[config.mk]
export PLATFORM = sky130hd
export DESIGN_NAME = sram_mem_ctrl
export DESIGN_NICKNAME = d
export VERILOG_FILES = /design/src/rtl/mem_pkg.sv /design/src/rtl/sram_mem_ctrl.sv
export SDC_FILE = /design/constraint.sdc
export NUM_CORES = 1
export LEC_CHECK = 0
export CAP_MARGIN = 40
export CORE_UTILIZATION = 46
export DETAILED_ROUTE_END_ITERATION = 8
export GPL_TIMING_DRIVEN = 0
export PLACE_DENSITY = 0.84
export SYNTH_ARGS = -nofsm -noshare
export SYNTH_HDL_FRONTEND = slang
export SYNTH_SLANG_ARGS = --single-unit
[constraint.sdc]
create_clock -name clk -period 2.5 [get_ports clk]
set_input_delay 0.625 -clock clk [delete_from_list [all_inputs] [get_ports clk]]
set_output_delay 0.625 -clock clk [all_outputs]
set_load 0.03 [all_outputs]
[src/rtl/mem_pkg.sv]
// Shared memory-stage constants: controller state encoding, SRAM data
// width and the default SRAM address width / base address mapping.
package mem_pkg;

    typedef enum logic [1:0] {
        IDLE,
        LO,
        HI,
        DONE
    } state_t;

    localparam int          SRAM_DW       = 16;
    localparam int          SRAM_AW_DEF   = 18;
    localparam logic [31:0] BASE_ADDR_DEF = 32'd1024;

endpackage

[src/rtl/sram_mem_ctrl.sv]
// Splits each 32-bit MEM-stage load/store into two fixed-wait halfword
// accesses (low, then high) on an external 16-bit asynchronous SRAM.
// Ports: clk, rst (sync, active-high); rd_en/wr_en/addr/wdata from EXE/MEM;
// rdata to MEM/WB; ready freezes the pipeline while low; sram_addr,
// sram_dq_o, sram_dq_oe, sram_we_n drive the SRAM; sram_dq_i returns data.
module sram_mem_ctrl
    import mem_pkg::*;
#(
    parameter int          WAIT_CYCLES = 3,
    parameter logic [31:0] BASE_ADDR   = BASE_ADDR_DEF,
    parameter int          SRAM_AW     = SRAM_AW_DEF
) (
    input  logic               clk,
    input  logic               rst,
    input  logic               rd_en,
    input  logic               wr_en,
    input  logic [31:0]        addr,
    input  logic [31:0]        wdata,
    output logic [31:0]        rdata,
    output logic               ready,
    output logic [SRAM_AW-1:0] sram_addr,
    output logic [SRAM_DW-1:0] sram_dq_o,
    input  logic [SRAM_DW-1:0] sram_dq_i,
    output logic               sram_dq_oe,
    output logic               sram_we_n
);

    localparam logic [3:0] LAST = 4'(WAIT_CYCLES - 1);

    state_t             state_q, state_d;
    logic [3:0]         cnt_q, cnt_d;
    logic               op_q, op_d;
    logic [SRAM_AW-1:0] base_q, base_d;
    logic [31:0]        wd_q, wd_d;
    logic [31:0]        rdata_d;
    logic [SRAM_AW-1:0] sram_addr_d;
    logic [SRAM_DW-1:0] dq_d;
    logic               oe_d;
    logic               we_n_d;
    logic               req;
    logic [SRAM_AW-1:0] half_base;

    assign req = rd_en | wr_en;

    // Word offset from the base, scaled to halfwords; wraps below the base.
    assign half_base = SRAM_AW'(((addr - BASE_ADDR) >> 2) << 1);

    always_ff @(posedge clk) begin
        if (rst) begin
            state_q    <= IDLE;
            cnt_q      <= '0;
            op_q       <= 1'b0;
            base_q     <= '0;
            wd_q       <= '0;
            rdata      <= '0;
            sram_addr  <= '0;
            sram_dq_o  <= '0;
            sram_dq_oe <= 1'b0;
            sram_we_n  <= 1'b1;
        end else begin
            state_q    <= state_d;
            cnt_q      <= cnt_d;
            op_q       <= op_d;
            base_q     <= base_d;
            wd_q       <= wd_d;
            rdata      <= rdata_d;
            sram_addr  <= sram_addr_d;
            sram_dq_o  <= dq_d;
            sram_dq_oe <= oe_d;
            sram_we_n  <= we_n_d;
        end
    end

    always_comb begin
        state_d     = state_q;
        cnt_d       = cnt_q;
        op_d        = op_q;
        base_d      = base_q;
        wd_d        = wd_q;
        rdata_d     = rdata;
        sram_addr_d = sram_addr;
        dq_d        = sram_dq_o;
        oe_d        = sram_dq_oe;
        we_n_d      = sram_we_n;
        ready       = 1'b0;

        unique case (state_q)
            IDLE: begin
                ready = ~req;
                if (req) begin
                    state_d     = LO;
                    cnt_d       = '0;
                    op_d        = wr_en;
                    base_d      = half_base;
                    wd_d        = wdata;
                    sram_addr_d = half_base;
                    dq_d        = wdata[15:0];
                    oe_d        = wr_en;
                    we_n_d      = ~wr_en;
                end
            end
            LO: begin
                if (cnt_q == LAST) begin
                    state_d     = HI;
                    cnt_d       = '0;
                    if (!op_q) begin
                        rdata_d[15:0] = sram_dq_i;
                    end
                    sram_addr_d = base_q + SRAM_AW'(1);
                    dq_d        = wd_q[31:16];
                    oe_d        = op_q;
                    we_n_d      = ~op_q;
                end else begin
                    cnt_d  = cnt_q + 4'd1;
                    // Strobe released on the last cycle to hold data past WE rise.
                    we_n_d = ~(op_q && (cnt_q + 4'd1 != LAST));
                end
            end
            HI: begin
                if (cnt_q == LAST) begin
                    state_d = DONE;
                    cnt_d   = '0;
                    if (!op_q) begin
                        rdata_d[31:16] = sram_dq_i;
                    end
                    oe_d    = 1'b0;
                    we_n_d  = 1'b1;
                end else begin
                    cnt_d  = cnt_q + 4'd1;
                    we_n_d = ~(op_q && (cnt_q + 4'd1 != LAST));
                end
            end
            DONE: begin
                ready   = 1'b1;
                state_d = IDLE;
                oe_d    = 1'b0;
                we_n_d  = 1'b1;
            end
        endcase
    end

endmodule

* Yosys cells after proc, flatten, opt, wreduce, memory -nomap -nowiden
Cells that the tools add are included.
** Word-level totals
- Register bits after elaboration :: 124
- Latch bits :: 0
- Bits in writable memories :: 0
- Memory bits (read-only) :: 0
- Input port bits :: 84
- Output and inout bits :: 69
- Logic and storage cells :: 60
- Memories :: 0
** Operators by class
- Add/subtract/negate cells :: 3
- $mul :: 0
- Div/mod/pow operators :: 0
- Magnitude comparators :: 0
- Equality and inequality tests :: 8
- Shift-type cells :: 0
- Muxes and demuxes :: 22
- Bitwise operators :: 5
- Reductions and logical operators :: 11
** Operator list (count)
- two-way mux 18 bit :: 2
- one-hot mux 18 bit (2 select lines) :: 1
- two-way mux 16 bit :: 2
- one-hot mux 16 bit (2 select lines) :: 1
- subtractor 19 x 11 -> 19 bit, second input constant :: 1
- adder 18 x 1 -> 18 bit, second input constant :: 1
- AND reduction 3 bit :: 4
- two-way mux 4 bit :: 2
- one-hot mux 1 bit (4 select lines) :: 2
- one-hot mux 2 bit (4 select lines) :: 1
- one-hot mux 4 bit (2 select lines) :: 1
- two-way mux 1 bit :: 6
- two-way mux 2 bit :: 3
- inequality test 2 bit, second input constant :: 3
- adder 4 x 1 -> 4 bit, second input constant :: 1
- equality test 2 bit, second input constant :: 2
- equality test 4 x 2 -> 1 bit, second input constant :: 1
- inequality test 4 x 2 -> 1 bit, second input constant :: 1
- NOT 1 bit :: 4
- AND reduction 2 bit :: 2
- nonzero test 2 bit :: 2
- equality test 2 x 1 -> 1 bit, second input constant :: 1
- logical NOT 2 bit :: 1
- one-hot mux 1 bit (2 select lines) :: 1
- 3 further kinds :: 3

* Depth between registers and ports, before layout
Gate-level depths: netlist of the first run.
- Depth after elaboration :: 6
- Depth in mapped cells :: 9
- Depth with buffers taken out :: 6

* Least setup slack after synthesis of the first run
Ideal clock, no wire load.
- Path kind :: input to output
- Start point :: input port wr_en
- End point :: output port ready
- Data arrival time :: 1.532 ns
- Required time :: 1.875 ns
- Path slack :: 0.343 ns
- Stages :: 4
- Path buffers :: 1
- Cell sequence :: clkbuf_2 nor3b_1 nor2_1 nor2_1
** On the way
- Word-level cells in the longest chain between the ends :: 3
** RTL lines
- start: declaration :: line sram_mem_ctrl.sv:16 : input logic wr_en,
- bitwise OR 1 bit :: line sram_mem_ctrl.sv:43 : assign req = rd_en | wr_en;
- NOT 1 bit :: line sram_mem_ctrl.sv:89 : ready = ~req;
- one-hot mux 1 bit (2 select lines) :: line sram_mem_ctrl.sv:87 : unique case (state_q)
- end: declaration :: line sram_mem_ctrl.sv:20 : output logic ready,
Every way passes these cells.

* Final worst setup path of the first run
- Start point :: register state_q[0]
- End point :: output port ready
** On the way
- Word-level cells in the longest chain between the ends :: 2
- Elaborated cells between the ends (all ways) :: 3
- Classes of those cells :: eq/ne (1); mux (1); reduce/logical (1)
** RTL lines
- start: declaration :: line sram_mem_ctrl.sv:30 : state_t state_q, state_d;
- start signal: assignment :: line sram_mem_ctrl.sv:61 : state_q <= state_d;
- equality test 2 bit / logical NOT 2 bit (equally long branches) :: line sram_mem_ctrl.sv:87
- one-hot mux 1 bit (2 select lines) (*) :: line sram_mem_ctrl.sv:87
Mark *: on every way between the ends. The rest lies on a longest branch, timed or not.

==> results of run 1 <==
-- repair_timing --
| item | in CTS | in global routing |
|---|---|---|
| setup endpoints to repair | 1 | 1 |
| gates resized for setup | 8 | 1 |
| buffers inserted | 0 | 2 |
| cloned | 0 | 0 |
| pin swaps | 0 | 1 |
-- kinds of logic (layout without fill, tap and decap cells) --
| family | after synthesis | count (layout) | synth area share, % |
|---|---|---|---|
| buf+inv | 47 | 201 | 4.41 |
| compound gates | 131 | 131 | 17.8 |
| mux | 27 | 27 | 5.99 |
| xor+xnor | 8 | 8 | 1.55 |
| fa+ha+maj | 9 | 9 | 2.50 |
| simple gates | 210 | 210 | 19.8 |
| flops | 108 | 108 | 47.9 |
-- worst max-delay path, stage by stage (launching register included) --
cell     delay [ns]
dfxtp_1        0.35
inv_1          0.14
ha_2           0.26
nor3b_4        0.25
nor2_1         0.06
nor2_1         0.13
buf_2          0.22
-- power by group through the flow --
stage	combinational [mW]	sequential, mW	clock (mW)
after global routing	3.69	2.48	1.07
after global placement	3.28	2.45	0
final	3.39	2.44	0.994
after CTS	3.37	2.43	1.00
after detailed placement	3.34	2.47	0
after floorplan	1.65	2.99	0
-- cell type report --
cell class | instances | area, sq um | share of cell area [%]
Multi-Input combinational cell | 385 | 2160 | 34.7
Sequential cell | 108 | 2160 | 34.7
Timing Repair Buffer | 138 | 1370 | 22.0
Buffer | 38 | 165 | 2.65
Tap cell | 129 | 161 | 2.59
Clock buffer | 10 | 128 | 2.05
Clock inverter | 6 | 48.8 | 0.783
Inverter | 9 | 33.8 | 0.542
-- worst max-delay path by stage --
stage	startpoint	endpoint	slack, ns	cells past startpoint
2_1_floorplan	wr_en	ready	0.34	4
3_3_place_gp	rd_en	ready	-0.53	5
3_5_place_dp	rd_en	ready	-0.54	5
4_1_cts	rd_en	ready	0.05	5
5_1_grt	state_q[0]	ready	0.006	6
6_report	state_q[0]	ready	0.10	6
-- cells in the mapped netlist, types with 2 or more instances --
cell type / n
nand2_1: 136
dfxtp_1: 108
a21oi_1: 71
nor2_1: 42
a211oi_1: 30
mux2i_1: 27
clkbuf_1: 23
o21ai_0: 14
buf_2: 11
ha_1: 9
inv_1: 9
xnor2_1: 6
nand3_1: 5
nand4_1: 4
nor3_1: 3
nor3b_1: 3
o221ai_1: 3
or3b_2: 3
a211o_1: 2
buf_4: 2
nand2b_1: 2
nor4_1: 2
or4_4: 2
xor2_1: 2
-- registers in the layout, indices dropped and copies added, names as in the netlist --
| signal | cells |
|---|---|
| rdata | 32 |
| sram_we_n | 1 |
| sram_addr | 18 |
| sram_dq_oe | 1 |
| wd_q | 16 |
| sram_dq_o | 16 |
| cnt_q | 4 |
| op_q | 1 |
| state_q | 2 |
| base_q | 17 |
-- layer usage --
| layer | global-route usage [%] | part of all wire (%) | up-vias |
|---|---|---|---|
| li1 | - | - | 2139 |
| met1 | 30.8 | 42 | 1995 |
| met3 | 4.92 | 7.8 | 23 |
| met4 | 9.25 | 1.9 | 0 |
| met5 | 0 | 0 | - |
| met2 | 44.3 | 48 | 178 |
-- through the flow --
step / util (%) / std cells / area [sq um] / total power, mW / worst slack [ns]
finish: 66.5 / 823 / 6240 / 6.82 / 0.102
global route: 66.5 / 823 / 6240 / 7.24 / 0.00564
CTS: 66.4 / 821 / 6220 / 6.81 / 0.0545
detailed placement: 64.4 / 805 / 6030 / 5.82 / -0.544
global placement: 64.4 / 805 / 6030 / 5.72 / -0.529
floorplan: - / 540 / 4510 / 4.64 / 0.343
==> metrics, run 1 <==
most frequent cells in the layout=136 x nand2_1, 134 x clkdlybuf4s50_1, 108 x dfxtp_1; vias in the first global route=4298; RSZ-0062 raised after global routing=no; routed via count=around 4300; number of enable flip-flop cells after synthesis=0; H-tree levels=3; Die Width=between 100 and 150 um; syn nets=around 630; Final Cycle Share=95.9%; DRC=0; initial antenna violation count=0; All-Layer GR Usage=25.3%; DIE AREA=slightly above 0.01 sq mm; Hold Path Origin=sram_addr[12]; global-route wire length before repair=~20000 um; Slew headroom=~53%; floorplan core area=0.00937 sq mm; CP Capture Type=output pin; starting density of the core=48.1%; Setup Viol. Count Final=0; most used flip-flop cell after synthesis=dfxtp_1; worst skew pair latency=around 0.38 ns; worst reg2reg startpoint=cnt_q[1]; clk sinks=108; startpoint types=flip-flop; most common cell after layout, fill and taps aside=nand2_1; critical path peak fanout=7; Tightest Hold Check Type=flip-flop to flip-flop; Clock power frac=between 10% and 20%; DR vias/cell=5.27; WP data arrival=1.77 ns; max cap viols=0; Synth top area share=between 40% and 50%; Int Pwr=just under 4 mW; Max Slew Vio Count=0; total power density per cell area=1090 mW/mm^2; DR iter-0 viols=180; # diodes=0; buffers added on ports=136; achievable frequency=0.417 GHz; Least-Margin Pin Slew=0.706 ns; cells on worst reg2reg path=7; Net Sw Frac=42.8%; Ports=153; maximum vdd drop=around 0.00044 V; gpl congestion=roughly 0.87; die height=101 um; clock buffer depth=2; layout cells sized above 1=roughly 6.5%; grt total ovfl=0; Synth warnings=0; largest net degree at the start of global routing=19; Net Sw Power=2.92 mW; clock-pin slew on the worst setup and hold paths=0.09 ns; hold path endpoint=sram_addr[12]; post-synth top area cell=dfxtp_1; CTS tree=done; root buffer cell=clkbuf_8; Layout area overhead=38.3%; Setup Skew=0.0112 ns; FF+latch count, synth=108; final hold violation count=0; antenna-violating nets left=0; Num CTS Buffers=9; hpwl dp=9510 um; unique cell type count in the Yosys netlist=45; nets@finish=782; Fin Hold WS=0.459 ns; Routed WL=12600 um; first drt pass iteration count=4; worst hold stages=2; min cycle time layout=2.40 ns; crit path kind=flip-flop to output pin; Critical Path RT=1.88 ns; sequential fraction of design power=35.7%; leakage power=2.23 nW; Layout fillers=772; hold_buf cts=0; Synth area leaders=dfxtp_1 48%, nand2_1 11%, a21oi_1 7.9%; R2R Setup Slk=between 0.2 and 0.25 ns; Mapped Area=0.00451 sq mm; placement row count=35; WL/cell=around 15 um; Syn Inst Count=540; syn avg cell area=approximately 8.4 sq um; Seq/Total Area, Yosys=47.9%; ys async rst share=0%; status=finished clean; Comb pwr share=49.7%; R2R Path End=sram_addr[15]; post-route setup TNS=0 ns
Note: power is estimated with default switching activity, not from simulation.
==> inputs of run 2 (changes only) <==
--- a/config.mk
+++ b/config.mk
@@ -5,7 +5,9 @@
 export SDC_FILE = /design/constraint.sdc
 export NUM_CORES = 1
 export LEC_CHECK = 0
+export ABC_CLOCK_PERIOD_IN_PS = 2500
 export CAP_MARGIN = 40
+export CORE_MARGIN = 2
 export CORE_UTILIZATION = 46
 export DETAILED_ROUTE_END_ITERATION = 8
 export GPL_TIMING_DRIVEN = 0
==> run 2 against run 1 <==
Via count grew 0.72%. Clock power hardly changed. Register-to-register slack barely moved. Wire length fell by 1.3%. Sequential power about the same. Fmax rose by 1.3%. Clock-buffer cell count increased by 1. Final cell count rose by 0.49%. Non-clock buffer count stayed put. Clock skew down 0.0021 ns. Combinational power about the same. Sequential share of layout area about the same.
==> metrics, run 2 (same netlist as run 1, synthesis figures left out) <==
# diodes=0; worst hold stages=2; cells on worst reg2reg path=7; delay-heaviest family, CP=buffers and inverters; total power density per cell area=1090 mW/mm^2; Routed WL=12500 um; Layout area overhead=38.3%; gpl congestion=0.853; CP max-delay cell=clkdlybuf4s50_1; layout cells sized above 1=around 6.5%; achievable frequency=between 0.4 and 0.5 GHz; CP cell instances=clkdlybuf4s50_1, nor3b_2, nor2_1, nor2_1, buf_2; vias in the first global route=about 4200; Die Width=103 um; Regs by FF count=rdata (32), sram_addr (18), base_q (17); CP dominant cell by count=nor2_1; DR vias/cell=5.28; max FFs per register=32; min cycle time layout=2.37 ns; hold path endpoint=base_q[6]; critical path peak fanout=4; grt met2 use=40.9%; final hold violation count=0; R2R Setup Slk=0.24 ns; Hold Path Origin=base_q[6]; starting density of the core=46.8%; die height=103 um; root buffer cell=clkbuf_8; met1 usage=28.1%; leakage power=2.22 nW; startpoint types=primary input; nets@finish=782; Max Slew Vio Count=0; routed via count=roughly 4400; WP buf/inv=2; most used routing layer=met2; most common cell after layout, fill and taps aside=nand2_1; Ports=153; Setup Viol. Count Final=0; grt total ovfl=0; CP Capture Type=output pin; Critical Path RT=1.88 ns; clock-pin slew on the worst setup and hold paths=0.09 ns; WP data arrival=1.74 ns; All-Layer GR Usage=23.0%; Setup Skew=0.00908 ns; Final Util=64.7%; status=finished clean; DIE AREA=0.0106 sq mm; post-route setup TNS=0 ns; crit-path max cell delay=between 0.5 and 0.6 ns; DRC=0; first drt pass iteration count=5; antenna-violating nets left=0; most frequent cells in the layout=136 x nand2_1, 135 x clkdlybuf4s50_1, 108 x dfxtp_1; H-tree levels=3; maximum vdd drop=0.000462 V; Tightest Hold Check Type=flip-flop to flip-flop; WL/cell=15.1 um; CTS tree=done; largest net degree at the start of global routing=19; DR iter-0 viols=195; R2R Path End=sram_addr[15]; clk sinks=108; RSZ-0062 raised after global routing=no; global-route wire length before repair=19300 um; hpwl dp=approximately 9500 um; worst skew pair latency=between 0.3 and 0.4 ns; Num CTS Buffers=9; Final Cycle Share=94.7%; Biggest register=rdata; placement row count=36; Least-Margin Pin Slew=0.693 ns; hold_buf cts=0; Setup crit start=rd_en; buffers added on ports=136; crit path kind=primary input to output pin; worst reg2reg startpoint=cnt_q[1]; max cap viols=0; floorplan core area=0.00964 sq mm; clock buffer depth=2; GR Layer Usage met3=about 5%; Slew headroom=between 50% and 60%; initial antenna violation count=0
[run 2: area by class of cell]
cell class,instances,area [sq um]
fillers,826,3400
flip-flops and latches,108,2160
multi-input cells,385,2160
repair buffers,138,1370
well taps,133,166
plain buffers,38,165
clock buffers,11,141
clock inverters,5,42.5
inverters,9,33.8
[run 2: repair_timing]
item,CTS,global route
setup endpoints to repair,1,1
pin swaps,1,1
resized for setup,4,3
buffers inserted,1,1
hold endpoints to repair,0,0
[run 2: stage by stage]
stage                     hold slack [ns]  std cells  cell area, sq um  power (mW)  setup slack, ns
after CTS                           0.462        826              6240        6.82           0.0310
after floorplan                     0.436        540              4510        4.64            0.343
after global placement              0.442        809              6040        5.71           -0.520
after detailed placement            0.448        809              6040        5.83           -0.476
after global routing                0.484        827              6240        7.25           0.0563
final                               0.460        827              6240        6.82            0.132
[run 2: tightest hold or removal path, delay by kind of cell, from the launching register on]
kind / cells / cell delay (ns)
AOI/OAI and AO/OA: 1 / 0.05
DFF: 1 / 0.32
and+or+nand+nor: 1 / 0.05
[run 2: power breakdown]
part           internal, mW  total (mW)  switching [mW]
Combinational          1.35        3.39            2.05
Sequential             2.18        2.43           0.255
Clock                 0.401       0.995           0.594
[run 2: worst max-delay path by stage]
| stage | to | slack [ns] | depth (start not counted) |
|---|---|---|---|
| floorplan | ready | 0.34 | 4 |
| global placement | ready | -0.52 | 5 |
| detailed placement | ready | -0.48 | 5 |
| CTS | ready | 0.03 | 5 |
| global route | sram_addr[15] | 0.06 | 8 |
| finish | ready | 0.13 | 5 |
[run 2: metal layers]
metal,vias to the layer above,part of all wire [%]
li1,2129,-
met1,2046,43
met2,174,49
met3,17,7.5
met4,0,0.99
met5,-,0
